--- src/rtl/zebra_crossing_controller_if.sv ---
// Frame-result, stop-handshake and status bundle between the detector pipeline,
// the motion controller and the zebra crossing decision controller.
interface zebra_crossing_controller_if;
  logic        enable;
  logic        detection_valid;
  logic        zebra_detected;
  logic [7:0]  blob_count;
  logic        stop_ack;
  logic        stop_req;
  logic        crossing_active;
  logic [2:0]  state;
  logic [7:0]  hit_count;
  logic [7:0]  last_blob_count;
  logic [15:0] frames_seen;
  logic        frame_timeout;

  modport master (
    output enable, detection_valid, zebra_detected, blob_count, stop_ack,
    input  stop_req, crossing_active, state, hit_count, last_blob_count,
           frames_seen, frame_timeout
  );

  modport slave (
    input  enable, detection_valid, zebra_detected, blob_count, stop_ack,
    output stop_req, crossing_active, state, hit_count, last_blob_count,
           frames_seen, frame_timeout
  );
endinterface

--- src/rtl/zebra_crossing_controller.sv ---
// Debounces per-frame zebra detections into a crossing decision, drives the
// stop req/ack handshake, runs a post-crossing cooldown and a frame watchdog.
module zebra_crossing_controller #(
  parameter int CONFIRM_FRAMES  = 3,
  parameter int RELEASE_FRAMES  = 5,
  parameter int COOLDOWN_FRAMES = 30,
  parameter int TIMEOUT_CYCLES  = 1000000
) (
  input  logic                        clk,
  input  logic                        rst_n,
  zebra_crossing_controller_if.slave  bus
);

  typedef enum logic [2:0] {
    ST_DISABLED = 3'd0,
    ST_SEARCH   = 3'd1,
    ST_CONFIRM  = 3'd2,
    ST_ACTIVE   = 3'd3,
    ST_COOLDOWN = 3'd4
  } state_t;

  localparam int              WD_W       = $clog2(TIMEOUT_CYCLES + 1);
  localparam logic [7:0]      CONFIRM_N  = 8'(CONFIRM_FRAMES);
  localparam logic [7:0]      RELEASE_N  = 8'(RELEASE_FRAMES);
  localparam logic [7:0]      COOLDOWN_N = 8'(COOLDOWN_FRAMES);
  localparam logic [WD_W-1:0] WD_LAST    = WD_W'(TIMEOUT_CYCLES - 1);
  localparam logic [WD_W-1:0] WD_ONE     = WD_W'(1);

  state_t          r_state;
  state_t          w_state_nxt;
  logic [7:0]      r_hit;
  logic [7:0]      w_hit_nxt;
  logic [7:0]      r_miss;
  logic [7:0]      w_miss_nxt;
  logic [7:0]      r_cool;
  logic [7:0]      w_cool_nxt;
  logic [WD_W-1:0] r_wd;
  logic [WD_W-1:0] w_wd_nxt;
  logic            r_stop_req;
  logic            w_stop_req_nxt;
  logic            r_active;
  logic            w_active_nxt;
  logic            r_timeout;
  logic            w_timeout_nxt;
  logic [7:0]      r_last_blob;
  logic [7:0]      w_last_blob_nxt;
  logic [15:0]     r_frames;
  logic [15:0]     w_frames_nxt;

  logic w_pos;
  logic w_neg;
  logic w_wd_expire;
  logic w_enter_active;

  assign w_pos = bus.detection_valid & bus.zebra_detected;
  assign w_neg = bus.detection_valid & ~bus.zebra_detected;
  // A frame arriving on the expiry cycle wins over the watchdog.
  assign w_wd_expire = bus.enable & ~bus.detection_valid & (r_wd == WD_LAST);
  assign w_enter_active = (w_state_nxt == ST_ACTIVE) && (r_state != ST_ACTIVE);

  // State register.
  always_ff @(posedge clk or negedge rst_n) begin
    if (!rst_n) begin
      r_state <= ST_DISABLED;
    end else begin
      r_state <= w_state_nxt;
    end
  end

  // Next-state and debounce counter logic.
  always_comb begin
    w_state_nxt = r_state;
    w_hit_nxt   = r_hit;
    w_miss_nxt  = r_miss;
    w_cool_nxt  = r_cool;
    if (!bus.enable) begin
      w_state_nxt = ST_DISABLED;
      w_hit_nxt   = 8'd0;
      w_miss_nxt  = 8'd0;
      w_cool_nxt  = 8'd0;
    end else begin
      case (r_state)
        ST_DISABLED: begin
          w_state_nxt = ST_SEARCH;
        end
        ST_SEARCH: begin
          if (w_pos) begin
            w_hit_nxt   = 8'd1;
            w_miss_nxt  = 8'd0;
            w_state_nxt = (CONFIRM_N == 8'd1) ? ST_ACTIVE : ST_CONFIRM;
          end else begin
            w_hit_nxt   = 8'd0;
            w_state_nxt = ST_SEARCH;
          end
        end
        ST_CONFIRM: begin
          if (w_pos) begin
            w_hit_nxt = r_hit + 8'd1;
            if ((r_hit + 8'd1) == CONFIRM_N) begin
              w_state_nxt = ST_ACTIVE;
              w_miss_nxt  = 8'd0;
            end else begin
              w_state_nxt = ST_CONFIRM;
            end
          end else if (w_neg || w_wd_expire) begin
            w_state_nxt = ST_SEARCH;
            w_hit_nxt   = 8'd0;
          end else begin
            w_state_nxt = ST_CONFIRM;
          end
        end
        ST_ACTIVE: begin
          // Watchdog expiry deliberately leaves the vehicle stopped here.
          if (w_pos) begin
            w_miss_nxt = 8'd0;
            w_hit_nxt  = (r_hit == 8'hFF) ? 8'hFF : (r_hit + 8'd1);
          end else if (w_neg) begin
            if ((r_miss + 8'd1) == RELEASE_N) begin
              w_state_nxt = ST_COOLDOWN;
              w_hit_nxt   = 8'd0;
              w_miss_nxt  = 8'd0;
              w_cool_nxt  = 8'd0;
            end else begin
              w_miss_nxt = r_miss + 8'd1;
            end
          end else begin
            w_miss_nxt = r_miss;
          end
        end
        ST_COOLDOWN: begin
          if (bus.detection_valid) begin
            if ((r_cool + 8'd1) == COOLDOWN_N) begin
              w_state_nxt = ST_SEARCH;
              w_cool_nxt  = 8'd0;
            end else begin
              w_cool_nxt = r_cool + 8'd1;
            end
          end else begin
            w_cool_nxt = r_cool;
          end
        end
        default: begin
          w_state_nxt = ST_DISABLED;
          w_hit_nxt   = 8'd0;
          w_miss_nxt  = 8'd0;
          w_cool_nxt  = 8'd0;
        end
      endcase
    end
  end

  // Next values of the handshake, watchdog and frame-latch outputs.
  always_comb begin
    w_active_nxt    = (w_state_nxt == ST_ACTIVE);
    w_stop_req_nxt  = r_stop_req;
    w_timeout_nxt   = r_timeout;
    w_wd_nxt        = r_wd;
    w_last_blob_nxt = r_last_blob;
    w_frames_nxt    = r_frames;
    if (!bus.enable) begin
      w_stop_req_nxt = 1'b0;
      w_timeout_nxt  = 1'b0;
      w_wd_nxt       = '0;
      w_frames_nxt   = 16'd0;
    end else begin
      if (w_enter_active) begin
        w_stop_req_nxt = 1'b1;
      end else if (r_stop_req && bus.stop_ack) begin
        w_stop_req_nxt = 1'b0;
      end else begin
        w_stop_req_nxt = r_stop_req;
      end
      if (bus.detection_valid) begin
        w_wd_nxt        = '0;
        w_last_blob_nxt = bus.blob_count;
        w_frames_nxt    = (r_frames == 16'hFFFF) ? 16'hFFFF : (r_frames + 16'd1);
      end else if (w_wd_expire) begin
        w_wd_nxt      = '0;
        w_timeout_nxt = 1'b1;
      end else begin
        w_wd_nxt = r_wd + WD_ONE;
      end
    end
  end

  // Counter and registered-output storage.
  always_ff @(posedge clk or negedge rst_n) begin
    if (!rst_n) begin
      r_hit       <= 8'd0;
      r_miss      <= 8'd0;
      r_cool      <= 8'd0;
      r_wd        <= '0;
      r_stop_req  <= 1'b0;
      r_active    <= 1'b0;
      r_timeout   <= 1'b0;
      r_last_blob <= 8'd0;
      r_frames    <= 16'd0;
    end else begin
      r_hit       <= w_hit_nxt;
      r_miss      <= w_miss_nxt;
      r_cool      <= w_cool_nxt;
      r_wd        <= w_wd_nxt;
      r_stop_req  <= w_stop_req_nxt;
      r_active    <= w_active_nxt;
      r_timeout   <= w_timeout_nxt;
      r_last_blob <= w_last_blob_nxt;
      r_frames    <= w_frames_nxt;
    end
  end

  assign bus.stop_req        = r_stop_req;
  assign bus.crossing_active = r_active;
  assign bus.state           = r_state;
  assign bus.hit_count       = r_hit;
  assign bus.last_blob_count = r_last_blob;
  assign bus.frames_seen     = r_frames;
  assign bus.frame_timeout   = r_timeout;

endmodule
--- src/flat_wrapper.sv ---
// flat-port wrapper written by rule: the top's interface ports become plain ports
module zebra_crossing_controller_flat 
#(
  parameter int CONFIRM_FRAMES  = 3,
  parameter int RELEASE_FRAMES  = 5,
  parameter int COOLDOWN_FRAMES = 30,
  parameter int TIMEOUT_CYCLES  = 1000000
)
  (clk, rst_n, bus_enable, bus_detection_valid, bus_zebra_detected, bus_blob_count, bus_stop_ack, bus_stop_req, bus_crossing_active, bus_state, bus_hit_count, bus_last_blob_count, bus_frames_seen, bus_frame_timeout);
  zebra_crossing_controller_if bus_i ();
  input  logic clk;
  input  logic rst_n;
  input wire logic [$bits(bus_i.enable)-1:0] bus_enable;
  input wire logic [$bits(bus_i.detection_valid)-1:0] bus_detection_valid;
  input wire logic [$bits(bus_i.zebra_detected)-1:0] bus_zebra_detected;
  input wire logic [$bits(bus_i.blob_count)-1:0] bus_blob_count;
  input wire logic [$bits(bus_i.stop_ack)-1:0] bus_stop_ack;
  output wire logic [$bits(bus_i.stop_req)-1:0] bus_stop_req;
  output wire logic [$bits(bus_i.crossing_active)-1:0] bus_crossing_active;
  output wire logic [$bits(bus_i.state)-1:0] bus_state;
  output wire logic [$bits(bus_i.hit_count)-1:0] bus_hit_count;
  output wire logic [$bits(bus_i.last_blob_count)-1:0] bus_last_blob_count;
  output wire logic [$bits(bus_i.frames_seen)-1:0] bus_frames_seen;
  output wire logic [$bits(bus_i.frame_timeout)-1:0] bus_frame_timeout;
  assign bus_i.enable = bus_enable;
  assign bus_i.detection_valid = bus_detection_valid;
  assign bus_i.zebra_detected = bus_zebra_detected;
  assign bus_i.blob_count = bus_blob_count;
  assign bus_i.stop_ack = bus_stop_ack;
  assign bus_stop_req = bus_i.stop_req;
  assign bus_crossing_active = bus_i.crossing_active;
  assign bus_state = bus_i.state;
  assign bus_hit_count = bus_i.hit_count;
  assign bus_last_blob_count = bus_i.last_blob_count;
  assign bus_frames_seen = bus_i.frames_seen;
  assign bus_frame_timeout = bus_i.frame_timeout;
  zebra_crossing_controller #(.CONFIRM_FRAMES(CONFIRM_FRAMES), .RELEASE_FRAMES(RELEASE_FRAMES), .COOLDOWN_FRAMES(COOLDOWN_FRAMES), .TIMEOUT_CYCLES(TIMEOUT_CYCLES)) u_core (.clk(clk), .rst_n(rst_n), .bus(bus_i));
endmodule
--- config.mk ---
export PLATFORM = sky130hd
export DESIGN_NAME = zebra_crossing_controller_flat
export DESIGN_NICKNAME = d
export VERILOG_FILES = /design/src/rtl/zebra_crossing_controller_if.sv /design/src/rtl/zebra_crossing_controller.sv /design/src/flat_wrapper.sv
export SDC_FILE = /design/constraint.sdc
export NUM_CORES = 1
export LEC_CHECK = 0
export CORE_MARGIN = 1.5
export CORE_UTILIZATION = 40
export CTS_BUF_LIST = sky130_fd_sc_hd__clkbuf_4
export DETAILED_ROUTE_END_ITERATION = 8
export PLACE_DENSITY = 0.61
export SLEW_MARGIN = 10
export SYNTH_ARGS = -nofsm -noshare
export SYNTH_HDL_FRONTEND = slang
export SYNTH_SLANG_ARGS = --single-unit
export TNS_END_PERCENT = 5
--- constraint.sdc ---
create_clock -name clk -period 4 [get_ports clk]
set_clock_uncertainty 0.15 [all_clocks]
set_input_delay 0.4 -clock clk [delete_from_list [all_inputs] [get_ports clk]]
set_output_delay 0.4 -clock clk [all_outputs]
set_load 0.1 [all_outputs]
; Yosys cells after proc, flatten, opt, wreduce, memory -nomap -nowiden
; Index checks and enable logic that the tools add are counted.
[op_classes]
n_reduce_logical = 11
add_sub_neg = 5
bitwise = 6
muxes = 45
n_eq_ne = 28
[op_table]
columns = operator, n
row1 = $mux 8, 18
row2 = $pmux 8 s4, 2
row3 = $mux 20, 3
row4 = $mux 16, 3
row5 = $add 8x1->8 const B, 3
row6 = $pmux 8 s3, 1
row7 = $mux 3, 7
row8 = $add 20x1->20 const B, 1
row9 = $eq 20x20->1 const B, 1
row10 = $ne 3x2->1 const B, 6
row11 = $add 16x1->16 const B, 1
row12 = $eq 16x16->1 const B, 1
row13 = $pmux 3 s5, 1
row14 = $ne 4x2->1 const B, 3
row15 = $reduce_and 5->1, 2
row16 = $eq 3x2->1 const B, 3
row17 = $eq 8x2->1 const B, 1
row18 = $eq 8x3->1 const B, 1
row19 = $eq 8x5->1 const B, 1
row20 = $eq 8x8->1 const B, 1
row21 = $mux 1, 8
row22 = $ne 2x2->1 const B, 3
row23 = $ne 3x3->1 const B, 2
row24 = $and 1x1->1, 4
row25 = other kinds (13), 18
[word_totals]
output_inout_bits = 38
register_bits = 74
inputBits = 14
elab_cells = 105

; Logic depth before layout (Yosys ltp)
[logic_depth]
word_depth = 12
ltp_mapped = 9
depth_no_buf = 8

; Worst setup path after synthesis
; OpenSTA, ideal clock, no wires.
[synth_path]
kind = register to register
start = reg u_core.r_hit[0], in the netlist u_core.bus.hit_count[0]
end = reg u_core.r_hit[2], in the netlist u_core.bus.hit_count[2]
path_stages_with_launch = 8
synth_period_minus_slack_ps = 2813
slack_ps = 1187
setup_time_ps = 77
arrival_ps = 2586
path_buffers = 0
t_required_ps = 3773
cell_sequence = dfrtp_1 ha_1 and3_1 and3_1 nand4_1 or3b_1 a21boi_0 o21ai_1
[synth_via]
elab_chain_cells = 5
elab_cells_between_ends = 7
classes_between = add/sub: 1 / eq/ne: 1 / mux: 5
[synth_lines]
columns = item, line
row1 = start: declaration, zebra_crossing_controller.sv:31  ; logic [7:0] r_hit;
row2 = start signal: assignment, zebra_crossing_controller.sv:199  ; r_hit <= w_hit_nxt;
row3 = $add 8x1->8 / $eq 8x8->1 (equally long branches), "zebra_crossing_controller.sv:98, zebra_crossing_controller.sv:116"
row4 = $mux 8, zebra_crossing_controller.sv:116  ; w_hit_nxt = (r_hit == 8'hFF) ? 8'hFF : (r_hit + 8'd1);
row5 = $mux 8, zebra_crossing_controller.sv:114  ; if (w_pos) begin
row6 = $pmux 8 s4 *, zebra_crossing_controller.sv:82  ; case (r_state)
row7 = $mux 8 *, zebra_crossing_controller.sv:76  ; if (!bus.enable) begin
; Every way passes the cells marked *; elsewhere a longest branch is shown, timed or not.
; A chain may end at the register's enable or synchronous reset.

; Worst setup path in the final report
[layout_path]
start = reg u_core.r_state[2], in the netlist u_core.bus.state[2]
end = out bus_state[2]
[layout_rtl]
columns = item, line
row1 = start: declaration, zebra_crossing_controller.sv:29  ; state_t r_state;
row2 = start signal: assignment, zebra_crossing_controller.sv:66  ; r_state <= w_state_nxt;
row3 = end: declaration, flat_wrapper.sv:20  ; output wire logic [$bits(bus_i.state)-1:0] bus_state;
; No word-level cell between the ends.

==> flow_summary.yaml <==
die:
  die_height_um: 105
  core_area_sq_um: 10200
  dieArea_sq_um: 11100
  boundaryPins: 52
  initial_core_util_pct: 40.8
  rows: 37
  die_w_um: 105
yosys:
  ys_warn_count: 0
  yosysMostFrequentCell: "dfrtp_1"
  synthTopCellsByCount: "dfrtp_1, nor2_1, o21ai_0, nand2_1, nand3_1"
  syn-cell-area_sq_um: 4180
  syn_area_per_cell_sq_um: 8.97
  seq_area_frac_synth_pct: 44.3
  synth.area.top_cells: "dfrtp_1, o21ai_0, nand3_1, nor2_1, and3_1"
  yosysTopAreaCell: "dfrtp_1"
  ys.flop_type: "dfrtp_1"
  syn_inst: 466
  synth.distinct_cells: 54
  synth_nets: 488
  synth_top_area_share_pct: 44.3
  synth_edf_count: 0
  ys_ff_latch: 74
  ys_async_sr_fraction_pct: 100
timing:
  hold_viol_final: 0
  finalSetupViolCount: 0
  timing.fmax_ghz: 0.356
  post-route-period-util_pct: 70.3
  rsz0062_at_grt: "no"
  tns_ns: 0
  fin_crit_ns: 2.81
  worst_pin_slew_ns: 1.07
  maxSlewHeadroom_pct: 28.3
  maxSlewViolCount: 0
  setup_slack_ns: 1.19
critical_path:
  critical_path_required_ns: 3.45
  critPathMaxStageDelay_ns: 1.22
  cp_max_fo: 14
  slowest_stage: "clkdlybuf4s50_1"
  crit_path_start_kind: "flop"
  critPathKind: "reg2out"
  cp_top_family: "buffers and inverters"
  path_buf_inv: 1
  path_cells: "clkdlybuf4s50_1"
  crit_arrival_ns: 2.26
  end_kind: "output pin"
layout:
  nNetsFinal: 535
  fillers: 961
  layoutNonFillerInstCount: 654
  diodes: 0
  syn2layout_area_growth_pct: 18.1
  drive_gt1_share_pct: 6.56
route:
  post_drt_wl_per_cell_um: 14.3
  drt_pre_antenna_iters: 4
  ant_nets: 0
  detail_route.iter0.violations: 181
  vias_per_cell: 5.52
  drt_wl_total_um: 9340
  vias: 3610
  drc: 0
power_and_ir_drop:
  p_leak_nw: 2.03
  fin_total_pwr_mw: 1.52
  worst_ir_drop_vdd_v: 0.000143
  power_density_nw_per_um2: 309
grt:
  grt_pass1_wl_um: 16000
  gr-total-overflow: 0
  grt_pass1_vias: 3352
  grtUsageTotal_pct: 17.7
  grt_max_degree: 75
  antenna_found_initial: 0
cts:
  clk_pin_slew_ns: 0.13
  cts_buffers: 9
  clockBufferDepth: 2
  clkSinkCount: 74
  worstSkewPairLatency_ns: 0.42
  clockRootBuffer: "clkbuf_4"
  cts_resized: 0
  htree_levels: 3
  cts_tree: "yes"
place:
  dpl_worst_slack_ns: 1.13
  port_buffers: 51
  dp_hpwl_um: 6530
  place_congestion: 0.815
  place_inst: 637
run_status:
  outcome: "finished clean"
hold_path:
  worstHoldPathType: "reg2reg"
flow_run:
  cap_violations: 0
## where the power goes
part | switching, mW | leakage (nW) | internal (mW)
combinational | 0.225 | 0.959 | 0.0743
clock | 0.295 | 0.0639 | 0.137
sequential | 0.0220 | 1.01 | 0.769
## worst paths after layout
kind | depth (start not counted) | end | start | slack, ns
min | 1 | u_core.r_wd[0] | u_core.r_wd[0] | 0.37
max reg2reg | 7 | u_core.bus.hit_count[3] | u_core.r_miss[0] | 1.20
max | 1 | bus_state[2] | u_core.bus.state[2] | 1.19
min in group asynchronous | 2 | u_core.bus.last_blob_count[2] | rst_n | 0.50
max in group asynchronous | 2 | u_core.r_wd[6] | rst_n | 2.61
min reg2reg | 1 | u_core.r_wd[0] | u_core.r_wd[0] | 0.37
## final cells by class
class	count	area, sq um	share of cell area [%]
multi-input combinational	358	2190	44.4
inverter	16	60.1	1.22
tap	136	170	3.45
sequential	74	1850	37.5
clock buffer	9	67.6	1.37
timing repair buffer	54	533	10.8
clock inverter	7	58.8	1.19
## cells by family (layout without fill, tap and decap cells)
| logic type | Yosys count | after routing | share of synthesized area, % |
|---|---|---|---|
| xor+xnor | 24 | 24 | 5.03 |
| buf+inv | 34 | 86 | 3.23 |
| fa+ha+maj | 8 | 8 | 2.40 |
| compound gates | 112 | 112 | 16.3 |
| flops | 74 | 74 | 44.3 |
| mux | 10 | 10 | 2.63 |
| simple gates | 204 | 204 | 26.1 |
## per-stage QoR
| step | util (%) | cell area, sq um | hold slack [ns] |
|---|---|---|---|
| after floorplan | - | 4180 | -0.0456 |
| after global placement | 46.9 | 4800 | 0.339 |
| after detailed placement | 46.9 | 4800 | 0.349 |
| after CTS | 48.2 | 4930 | 0.370 |
| after global routing | 48.2 | 4930 | 0.384 |
| final | 48.2 | 4930 | 0.373 |
## repair_timing
item,CTS,global route
hold endpoints to repair,41,0
buffers inserted,0,0
hold buffers,1,0
## state kept, by name, indices dropped and copies added (netlist names), 3 cells and up
signal	count
u_core.bus.state	3
u_core.bus.frames_seen	16
u_core.r_wd	20
u_core.r_miss	8
u_core.r_cool	8
u_core.bus.hit_count	8
u_core.bus.last_blob_count	8
## placed cells by master, fill, tap and decap left out, types with 4 or more instances in the layout
cell type,count
a31oi_1,8
nor2b_1,6
o21ai_1,10
dfrtp_1,74
mux2_2,8
and4_1,8
o21a_1,4
xnor2_1,12
or4_1,4
ha_1,8
inv_6,4
nand3_1,33
nand2b_1,11
nand4b_1,4
nand4_1,13
o21ai_0,40
nor3_1,7
a21boi_0,4
and3_1,21
clkbuf_4,9
xor2_1,12
nor2_1,44
a21oi_1,20
clkdlybuf4s50_1,50
nand2_1,33
inv_1,16
## per-layer routing
layer	global-route usage [%]	vias up	wire [um]
met5	0	-	0
met1	24.5	1721	4540
li1	-	1794	-
met3	3.46	12	399
met4	6.26	0	137
met2	27.6	83	4260
(Power assumes the default switching activity.)
